<file path="config.mk">
export PLATFORM = sky130hd
export DESIGN_NAME = obj_row_addr_gen
export DESIGN_NICKNAME = d
export VERILOG_FILES = /design/src/rtl/obj_addr_pkg.sv /design/src/rtl/obj_tile_num_calc.sv /design/src/rtl/obj_row_addr_gen.sv
export SDC_FILE = /design/constraint.sdc
export NUM_CORES = 1
export LEC_CHECK = 0
export ABC_AREA = 1
export CAP_MARGIN = 20
export CELL_PAD_IN_SITES_DETAIL_PLACEMENT = 1
export CELL_PAD_IN_SITES_GLOBAL_PLACEMENT = 1
export CORE_ASPECT_RATIO = 1.25
export CORE_MARGIN = 2
export CORE_UTILIZATION = 44
export CTS_CLUSTER_SIZE = 24
export DETAILED_ROUTE_END_ITERATION = 10
export GPL_ROUTABILITY_DRIVEN = 0
export PLACE_DENSITY_LB_ADDON = 0.1
export SETUP_SLACK_MARGIN = 0.5
export SLEW_MARGIN = 20
export SYNTH_ARGS = -nofsm -noshare
export SYNTH_HDL_FRONTEND = slang
export SYNTH_SLANG_ARGS = --single-unit
</file>
<file path="constraint.sdc">
create_clock -name clock -period 12.3 [get_ports clock]
set_input_delay 2.46 -clock clock [delete_from_list [all_inputs] [get_ports clock]]
set_output_delay 2.46 -clock clock [all_outputs]
set_load 0.05 [all_outputs]
</file>
<file path="src/rtl/obj_addr_pkg.sv">
// obj_addr_pkg: shared types and constants for the OBJ row address generator.
// Holds the FSM state enum and the fixed OBJ VRAM geometry constants.
// No logic; imported by obj_tile_num_calc and obj_row_addr_gen.
package obj_addr_pkg;

  typedef enum logic [1:0] {
    IDLE = 2'd0,
    MOS  = 2'd1,
    CALC = 2'd2,
    EMIT = 2'd3
  } obj_state_e;

  localparam int OBJ_TILE_BYTES      = 32;
  localparam int OBJ_NAME_W          = 10;
  localparam int OBJ_2D_ROW_TILES    = 32;
  localparam int OBJ_BITMAP_MIN_TILE = 512;

endpackage

</file>
<file path="src/rtl/obj_tile_num_calc.sv">
// obj_tile_num_calc: maps (name, tile row, flipped column, step) to a 10-bit OBJ tile number.
// Latency: purely combinational. Backpressure: none, follows its inputs.
// Ports: name, trow, colp (column after hflip), step (1 = 4bpp, 2 = 8bpp), map1d, wtiles -> tile.
module obj_tile_num_calc
  import obj_addr_pkg::*;
#(
  parameter int WT_W = 4
) (
  input  logic [OBJ_NAME_W-1:0] name,
  input  logic [WT_W-1:0]       trow,
  input  logic [WT_W-1:0]       colp,
  input  logic [1:0]            step,
  input  logic                  map1d,
  input  logic [WT_W-1:0]       wtiles,
  output logic [OBJ_NAME_W-1:0] tile
);

  localparam int CW = $clog2(OBJ_2D_ROW_TILES);
  localparam int RW = OBJ_NAME_W - CW;

  logic [OBJ_NAME_W-1:0] off_1d;
  logic [RW-1:0]         row_2d;
  logic [CW-1:0]         col_2d;

  always_comb begin
    // 1D: tiles are packed row after row, each sprite row spans wtiles*step tiles.
    off_1d = OBJ_NAME_W'(trow) * OBJ_NAME_W'(wtiles) * OBJ_NAME_W'(step)
           + OBJ_NAME_W'(colp) * OBJ_NAME_W'(step);
    // 2D: fixed 32-tile rows; 8bpp clears the low column bit of the name and the
    // column wraps inside its own 32-tile row.
    row_2d = name[OBJ_NAME_W-1:CW] + RW'(trow);
    col_2d = (name[CW-1:0] & {{(CW-1){1'b1}}, ~step[1]}) + CW'(colp) * CW'(step);
    tile   = map1d ? (name + off_1d) : {row_2d, col_2d};
  end

endmodule

</file>
<file path="src/rtl/obj_row_addr_gen.sv">
// obj_row_addr_gen: takes one sprite-row request and streams one word-aligned VRAM address per 32-bit beat.
// Latency: first beat 2 cycles after the request handshake (plus the MOS cycles when OBJ_MOSAIC_EN is defined).
// Backpressure: beat outputs hold while addr_valid && !addr_ready; req_ready only in IDLE; row_abort drops the row.
// Ports: clock, reset (synchronous, active-high); req_* row request; mosaic_v; row_abort;
//        addr_valid/addr_ready handshake with addr, addr_oob (bitmap-mode transparent beat), addr_last.
module obj_row_addr_gen
  import obj_addr_pkg::*;
#(
  parameter  int ADDR_W     = 15,
  parameter  int MAX_WTILES = 8,
  localparam int WT_W       = $clog2(MAX_WTILES) + 1
) (
  input  logic                  clock,
  input  logic                  reset,
  input  logic                  req_valid,
  output logic                  req_ready,
  input  logic [OBJ_NAME_W-1:0] req_name,
  input  logic                  req_bpp8,
  input  logic                  req_map1d,
  input  logic [2:0]            req_bgmode,
  input  logic [WT_W-1:0]       req_wtiles,
  input  logic [WT_W-1:0]       req_htiles,
  input  logic [5:0]            req_y,
  input  logic                  req_hflip,
  input  logic                  req_vflip,
  input  logic [3:0]            mosaic_v,
  input  logic                  row_abort,
  output logic                  addr_valid,
  input  logic                  addr_ready,
  output logic [ADDR_W-1:0]     addr,
  output logic                  addr_oob,
  output logic                  addr_last
);

  localparam int YW = WT_W + 3;

  obj_state_e state_q, state_d;

  logic [OBJ_NAME_W-1:0] name_q;
  logic                  bpp8_q, map1d_q, hflip_q, vflip_q;
  logic [2:0]            bgmode_q;
  logic [WT_W-1:0]       w_q, h_q;
  logic [5:0]            y_q;
  logic [WT_W-1:0]       trow_q;
  logic [2:0]            yin_q;
  logic [WT_W:0]         beat_q;

`ifdef OBJ_MOSAIC_EN
  // y_eff is found by stepping an accumulator up the mosaic grid until the next
  // step would pass y; the last grid point reached is the mosaic-snapped row.
  logic [5:0] acc_q;
  logic [4:0] mstep_q;
  logic [6:0] acc_next;
  logic       mos_more;
  assign acc_next = {1'b0, acc_q} + {2'b00, mstep_q};
  assign mos_more = (acc_next <= {1'b0, y_q});
`else
  logic unused_mosaic;
  assign unused_mosaic = ^mosaic_v;
`endif

  // Row selection, done once in CALC. Out-of-range y wraps modulo the sprite height.
  logic [YW-1:0] rows8, y_m, y_p;
  assign rows8 = {h_q, 3'b000};
  assign y_m   = YW'(y_q) % rows8;
  assign y_p   = vflip_q ? (rows8 - YW'(1) - y_m) : y_m;

  // Per-beat column/half selection from the beat index.
  logic [1:0]            step;
  logic [WT_W:0]         n_beats;
  logic [WT_W-1:0]       col, colp;
  logic                  half, halfp;
  logic [5:0]            inrow;
  logic                  beat_last;
  logic [OBJ_NAME_W-1:0] tile;
  logic [ADDR_W-1:0]     addr_c;
  logic                  oob_c;

  always_comb begin
    step      = bpp8_q ? 2'd2 : 2'd1;
    n_beats   = bpp8_q ? {w_q, 1'b0} : {1'b0, w_q};
    col       = bpp8_q ? beat_q[WT_W:1] : beat_q[WT_W-1:0];
    half      = bpp8_q & beat_q[0];
    colp      = hflip_q ? (w_q - col - WT_W'(1)) : col;
    halfp     = hflip_q ? (bpp8_q & ~half) : half;
    inrow     = (bpp8_q ? {yin_q, 3'b000} : {1'b0, yin_q, 2'b00}) + {3'b000, halfp, 2'b00};
    beat_last = (beat_q == n_beats - (WT_W+1)'(1));
    addr_c    = ADDR_W'(32'(tile) * OBJ_TILE_BYTES) + ADDR_W'(inrow);
    oob_c     = (bgmode_q >= 3'd3) && (tile < OBJ_NAME_W'(OBJ_BITMAP_MIN_TILE));
  end

  obj_tile_num_calc #(.WT_W(WT_W)) u_tile (
    .name   (name_q),
    .trow   (trow_q),
    .colp   (colp),
    .step   (step),
    .map1d  (map1d_q),
    .wtiles (w_q),
    .tile   (tile)
  );

  always_ff @(posedge clock) begin
    if (reset) state_q <= IDLE;
    else       state_q <= state_d;
  end

  always_comb begin
    state_d    = state_q;
    req_ready  = 1'b0;
    addr_valid = 1'b0;
    addr       = '0;
    addr_oob   = 1'b0;
    addr_last  = 1'b0;
    case (state_q)
      IDLE: begin
        req_ready = 1'b1;
        if (req_valid) begin
`ifdef OBJ_MOSAIC_EN
          state_d = MOS;
`else
          state_d = CALC;
`endif
        end
      end
      MOS: begin
`ifdef OBJ_MOSAIC_EN
        if (row_abort)     state_d = IDLE;
        else if (!mos_more) state_d = CALC;
`else
        state_d = IDLE;
`endif
      end
      CALC: state_d = row_abort ? IDLE : EMIT;
      EMIT: begin
        addr_valid = 1'b1;
        addr       = addr_c;
        addr_oob   = oob_c;
        addr_last  = beat_last;
        // Abort wins over a beat handshake in the same cycle.
        if (row_abort || (addr_ready && beat_last)) state_d = IDLE;
      end
      default: state_d = IDLE;
    endcase
  end

  always_ff @(posedge clock) begin
    if (reset) begin
      name_q   <= '0;
      bpp8_q   <= 1'b0;
      map1d_q  <= 1'b0;
      hflip_q  <= 1'b0;
      vflip_q  <= 1'b0;
      bgmode_q <= '0;
      w_q      <= WT_W'(1);
      h_q      <= WT_W'(1);
      y_q      <= '0;
      trow_q   <= '0;
      yin_q    <= '0;
      beat_q   <= '0;
`ifdef OBJ_MOSAIC_EN
      acc_q    <= '0;
      mstep_q  <= '0;
`endif
    end else begin
      case (state_q)
        IDLE: begin
          if (req_valid) begin
            name_q   <= req_name;
            bpp8_q   <= req_bpp8;
            map1d_q  <= req_map1d;
            hflip_q  <= req_hflip;
            vflip_q  <= req_vflip;
            bgmode_q <= req_bgmode;
            w_q      <= (req_wtiles == '0) ? WT_W'(1) : req_wtiles;
            h_q      <= (req_htiles == '0) ? WT_W'(1) : req_htiles;
            y_q      <= req_y;
            beat_q   <= '0;
`ifdef OBJ_MOSAIC_EN
            acc_q    <= '0;
            mstep_q  <= {1'b0, mosaic_v} + 5'd1;
`endif
          end
        end
        MOS: begin
`ifdef OBJ_MOSAIC_EN
          if (mos_more) acc_q <= acc_next[5:0];
          else          y_q   <= acc_q;
`endif
        end
        CALC: begin
          trow_q <= y_p[YW-1:3];
          yin_q  <= y_p[2:0];
        end
        EMIT: begin
          if (addr_ready) beat_q <= beat_q + (WT_W+1)'(1);
        end
        default: ;
      endcase
    end
  end

endmodule

</file>
# Word-level counts from Yosys, hierarchy flattened
# Cells that the tools add are included.
# op_classes
add_sub_neg	12
mul	4
n_div	1
n_lt_le_gt_ge	2
n_eq_ne	7
mux	22
bitwise_logic	5
n_reduce_logical	10
# op_table
cell	count
4-bit two-way mux	4
15-bit by 6-bit adder with 15-bit output	1
15-bit two-way mux	1
5-bit two-way mux	3
10-bit adder	1
10-bit by 6-bit adder with 10-bit output	1
10-bit < comparator (second input constant)	1
8-bit by 2-bit multiplier with 10-bit output	1
10-bit two-way mux	1
5-bit case mux with 2 select lines	1
4-bit logical NOT	2
4-bit by 4-bit multiplier with 8-bit output	1
2-bit two-way mux	4
2-bit case mux with 4 select lines	1
6-bit by 7-bit modulo with 7-bit output	1
7-bit two-way mux	1
7-bit by 1-bit subtractor with 7-bit output (second input constant)	1
7-bit subtractor	1
6-bit by 3-bit adder with 6-bit output	1
4-bit by 2-bit multiplier with 6-bit output	1
6-bit two-way mux	1
2-bit != test (second input constant)	3
5-bit by 1-bit adder with 5-bit output (second input constant)	1
5-bit by 4-bit adder with 5-bit output	1
other kinds (19)	28
# word_totals
reg_bits	45
in_bits	40
output_inout_bits	19
wordCells	76

# Logic depth before layout (Yosys ltp)
# logic_depth
word_depth	11
ltp_mapped	36
ltp_nobuf	36

# Cells and area by module
# From an unflattened synthesis, not the netlist that was laid out.
# unflattened
hier_cells	764
area_unflattened_um2	5137.4
# modules_own_cells
mod	instances	cells_per_inst	area_per_inst_um2	seq_area_each_um2
obj_row_addr_gen	1	462	3108.0	900.9
obj_tile_num_calc	1	302	2029.4	0.0

# Worst setup path before layout
# No wires, ideal clock.
# synth_path
path_type	register to output
from	register w_q[2]
to	output port addr_oob
arrival_time_ns	5.729
t_required_ns	9.840
slack_ns	4.111
stages_incl_launch_ff	26
n_path_buf	0
cell_sequence	dfxtp_1 -> nand2_1 -> fa_1 -> fa_1 -> inv_1 -> ha_1 -> a21oi_1 -> o21ai_0 -> xor2_1 -> or2_2 -> fa_1 -> inv_1 -> fa_1 -> ha_1 -> nand2_1 -> inv_1 -> nand3_1 -> nand3_1 -> nand2_1 -> a21oi_1 -> nor2_1 -> nand2_1 -> nand3_1 -> nand2_1 -> inv_1 -> nor3_1
# synth_between
elab_chain_cells	10
elab_cells_between_ends	14
classes_between	add/sub (5); mul (4); order compare (1); mux (3); reduce/logical (1)
# synth_lines
item	line	text
from (decl)	obj_row_addr_gen.sv:42	logic [WT_W-1:0] w_q, h_q;
from (signal assigned)	obj_row_addr_gen.sv:174	w_q <= (req_wtiles == '0) ? WT_W'(1) : req_wtiles;
parallel branches: the longest is 6 deep, another holds 8-bit by 2-bit multiplier with 10-bit output	-	
10-bit two-way mux *	obj_tile_num_calc.sv:33	tile = map1d ? (name + off_1d) : {row_2d, col_2d};
10-bit < comparator *	obj_row_addr_gen.sv:89	oob_c = (bgmode_q >= 3'd3) && (tile < OBJ_NAME_W'(OBJ_BITMAP_MIN_TILE));
1-bit logical AND *	obj_row_addr_gen.sv:89	
1-bit two-way mux *	obj_row_addr_gen.sv:114	case (state_q)
to (decl)	obj_row_addr_gen.sv:31	output logic addr_oob,
# Every way passes the cells marked *.

# Worst setup path after layout
# layout_path
from	register w_q[3]
to	output port addr[14]
# layout_between
elab_chain_cells	9
elab_cells_between_ends	13
classes_between	add/sub (6); mul (4); mux (3)
# layout_lines
item	line	text
parallel branches: the longest is 6 deep, another holds 8-bit by 2-bit multiplier with 10-bit output	-	
10-bit two-way mux *	obj_tile_num_calc.sv:33	
15-bit by 6-bit adder with 15-bit output *	obj_row_addr_gen.sv:88	addr_c = ADDR_W'(32'(tile) * OBJ_TILE_BYTES) + ADDR_W'(inrow);
15-bit two-way mux *	obj_row_addr_gen.sv:114	
to (decl)	obj_row_addr_gen.sv:30	output logic [ADDR_W-1:0] addr,
# Marks and branches as above.

==> qor.csv <==
metric;value;unit
status;complete, no violations;
WL/cell;15.0;um
largest net degree at the start of global routing;35;
Hold WC Path Type;flop to flop;
Combinational Power Share;48.1;%
Final Hold Fails;0;
DIE AREA;0.0116;mm2
Main synth FF type;dfxtp_1;
Worst Max-Slew Pin Slew;955;ps
sequential power share;28.9;%
CTS buffer count;5;
row count;42;
Yosys reg bits;45;
Max VDD drop;0.0687;mV
grt met2 use;45.5;%
Tot Pwr;0.610;mW
final setup fails;0;
number of distinct library cells after synthesis;46;
Syn Std Cell Area;0.00473;mm2
Routed Antenna Nets;0;
CP max stage cell;clkdlybuf4s50_1;
crit path setup slack, layout;3130;ps
CP arrival;6710;ps
Max Cap Viol;0;
Slew Viols, Final;0;
share of flip-flops with an asynchronous set or reset;0;%
final core occ;51.5;%
detailed-route via count;4534;
First-pass DRT Iterations;4;
Port-buffer cells;52;
WL final;12800;um
Overall Global Routing Usage;22.7;%
fin nets;843;
GR Util met1;25.0;%
layout cells sized above 1;5.82;%
RSZ-0062 raised after global routing;false;
number of flops mapped to enable cells by yosys;0;
post-route clock period utilization;74.6;%
Max Fclk;0.109;GHz
Sw Share;42.9;%
Worst slew margin;35.9;%
# clock sinks;45;
post-CTS setup buffers;0;
Int Pwr;0.349;mW
Initial Utilization;44.8;%
CP peak stage delay;800;ps
CTS tree;done;
Leakage;2.70;nW
first-pass GRT wire length;21900;um
Core ar.;0.0106;mm2
Area growth syn-to-layout;15.0;%
Starting DRT DRC Count;86;
post-synthesis sequential area ratio;19.0;%
post-cts gate resize count;0;
H-tree levels;2;
setup TNS;0;ps
Mapped Cells;686;
Final HPWL DP;10400;um
# diodes;0;
Worst Setup End Kind;primary output;
vias in the first global route;4833;
global route overflow;0;
family with the most delay on the worst path;adder cells;
Post-Syn Area per Cell;6.90;um2
clock network power share;23.0;%
worst skew pair latency;300;ps
# IOs;59;
CP max FO;7;
initial antenna violation count;0;
Root Driver;clkbuf_16;
DRC Markers;0;
crit path time final;9170;ps
Die Span X;96.8;um
Final Skew;8.47;ps
clock slew at reported path FFs;70;ps
Switch Pwr;0.262;mW
cts hold-fix bufs;0;
pre-CTS WS;3460;ps
crit path buf inv count;3;
most used routing layer;met2;
worst-case clock buffer depth;2;
YS warnings;0;
critical path required time;9840;ps
P per Cell Area;112;mW/mm2
CP Launch Type;flop;
WS Path Type;flop to primary output;
drt via density;5.31;
grt met3 use;2.62;%
die height;120;um
-- power by group through the flow --
| stage | Sequential, mW | Combinational, mW | Clock, mW |
|---|---|---|---|
| detailed placement | 0.180 | 0.294 | 0 |
| finish | 0.176 | 0.293 | 0.141 |
| global route | 0.179 | 0.339 | 0.147 |
| CTS | 0.177 | 0.297 | 0.142 |
| floorplan | 0.173 | 0.223 | 0 |
| global placement | 0.179 | 0.280 | 0 |
-- cell families (layout without fill, tap and decap cells) --
family,Yosys count,in the layout,synth area share (%)
and+or+nand+nor,279,279,25.5
AOI/OAI and AO/OA,123,123,14.7
adders and majority gates,82,82,24.7
muxes,2,2,0.423
other,1,3,0.0792
DFF,45,45,19.0
buffers and inverters,129,163,11.0
xor gates and xnor gates,25,25,4.63
-- synth_stat cells, types with 3 or more instances --
master | number | area [um2]
or2_2 | 3 | 18.8
xor2_1 | 17 | 149
nand2_2 | 7 | 43.8
nor3_1 | 7 | 35.0
clkbuf_1 | 18 | 67.6
xnor2_1 | 8 | 70.1
a221oi_1 | 3 | 26.3
nand4_1 | 6 | 37.5
inv_2 | 10 | 37.5
dfxtp_1 | 45 | 901
buf_6 | 3 | 33.8
o21ai_1 | 13 | 65.1
inv_1 | 88 | 330
o21ai_2 | 4 | 35.0
nand3_2 | 3 | 30.0
o21bai_1 | 3 | 22.5
o211ai_1 | 3 | 22.5
ha_1 | 63 | 788
nor2_1 | 74 | 278
nand2_1 | 134 | 503
o21ai_0 | 54 | 270
nand3_1 | 34 | 170
clkinv_1 | 4 | 15.0
a21oi_1 | 34 | 170
fa_1 | 19 | 380
-- registers in the layout, summed over array words and instances, names as in the netlist --
signal and count:
y_q 6, map1d_q 1, name_q 10, bgmode_q 3, vflip_q 1, bpp8_q 1, trow_q 4, hflip_q 1
h_q 4, state_q 2, yin_q 3, w_q 4, beat_q 5
-- cell type report --
cell class | instances | area [um2]
clock inverters | 3 | 21.3
flip-flops and latches | 45 | 901
clock buffers | 5 | 125
well taps | 132 | 165
multi-input cells | 514 | 3320
inverters | 102 | 383
fillers | 1383 | 5120
repair buffers | 53 | 528
-- metrics by stage --
step | area [um2] | std cells | hold WS (ps)
floorplan | 4740 | 688 | 455
global placement | 5300 | 846 | 466
detailed placement | 5300 | 846 | 475
CTS | 5440 | 854 | 491
global route | 5440 | 854 | 516
finish | 5440 | 854 | 485
-- final timing paths --
check | start | to | slack, ps | cells after the start
max | w_q[3]$_SDFFE_PP0P_ | addr[14] | 3130 | 25
min | y_q[0]$_SDFFE_PP0P_ | yin_q[0]$_SDFFE_PP0N_ | 480 | 2
max reg2reg | h_q[0]$_SDFFE_PP1P_ | trow_q[3]$_SDFFE_PP0N_ | 7360 | 31
min reg2reg | y_q[0]$_SDFFE_PP0P_ | yin_q[0]$_SDFFE_PP0N_ | 480 | 2
-- metal layers --
layer	share of wire, %	wire length, um
met5	0	0
met2	55	6980
met4	1.4	178
met3	2.4	303
met1	42	5310
-- cell usage in the layout (no fill, tap or decap), types with 17 or more instances in the layout --
cell type and count:
nand2_1 134, inv_1 88, nor2_1 74, ha_1 63, o21ai_0 54, clkdlybuf4s50_1 52
dfxtp_1 45, a21oi_1 34, nand3_1 34, fa_1 19, xor2_1 17
-- worst min-delay path, delay by kind of cell (launching register included) --
| family | cells | cell delay (ps) |
|---|---|---|
| AOI/OAI and AO/OA | 1 | 60 |
| DFF | 1 | 310 |
| and+or+nand+nor | 1 | 60 |
Note: power is estimated with default switching activity, not from simulation.
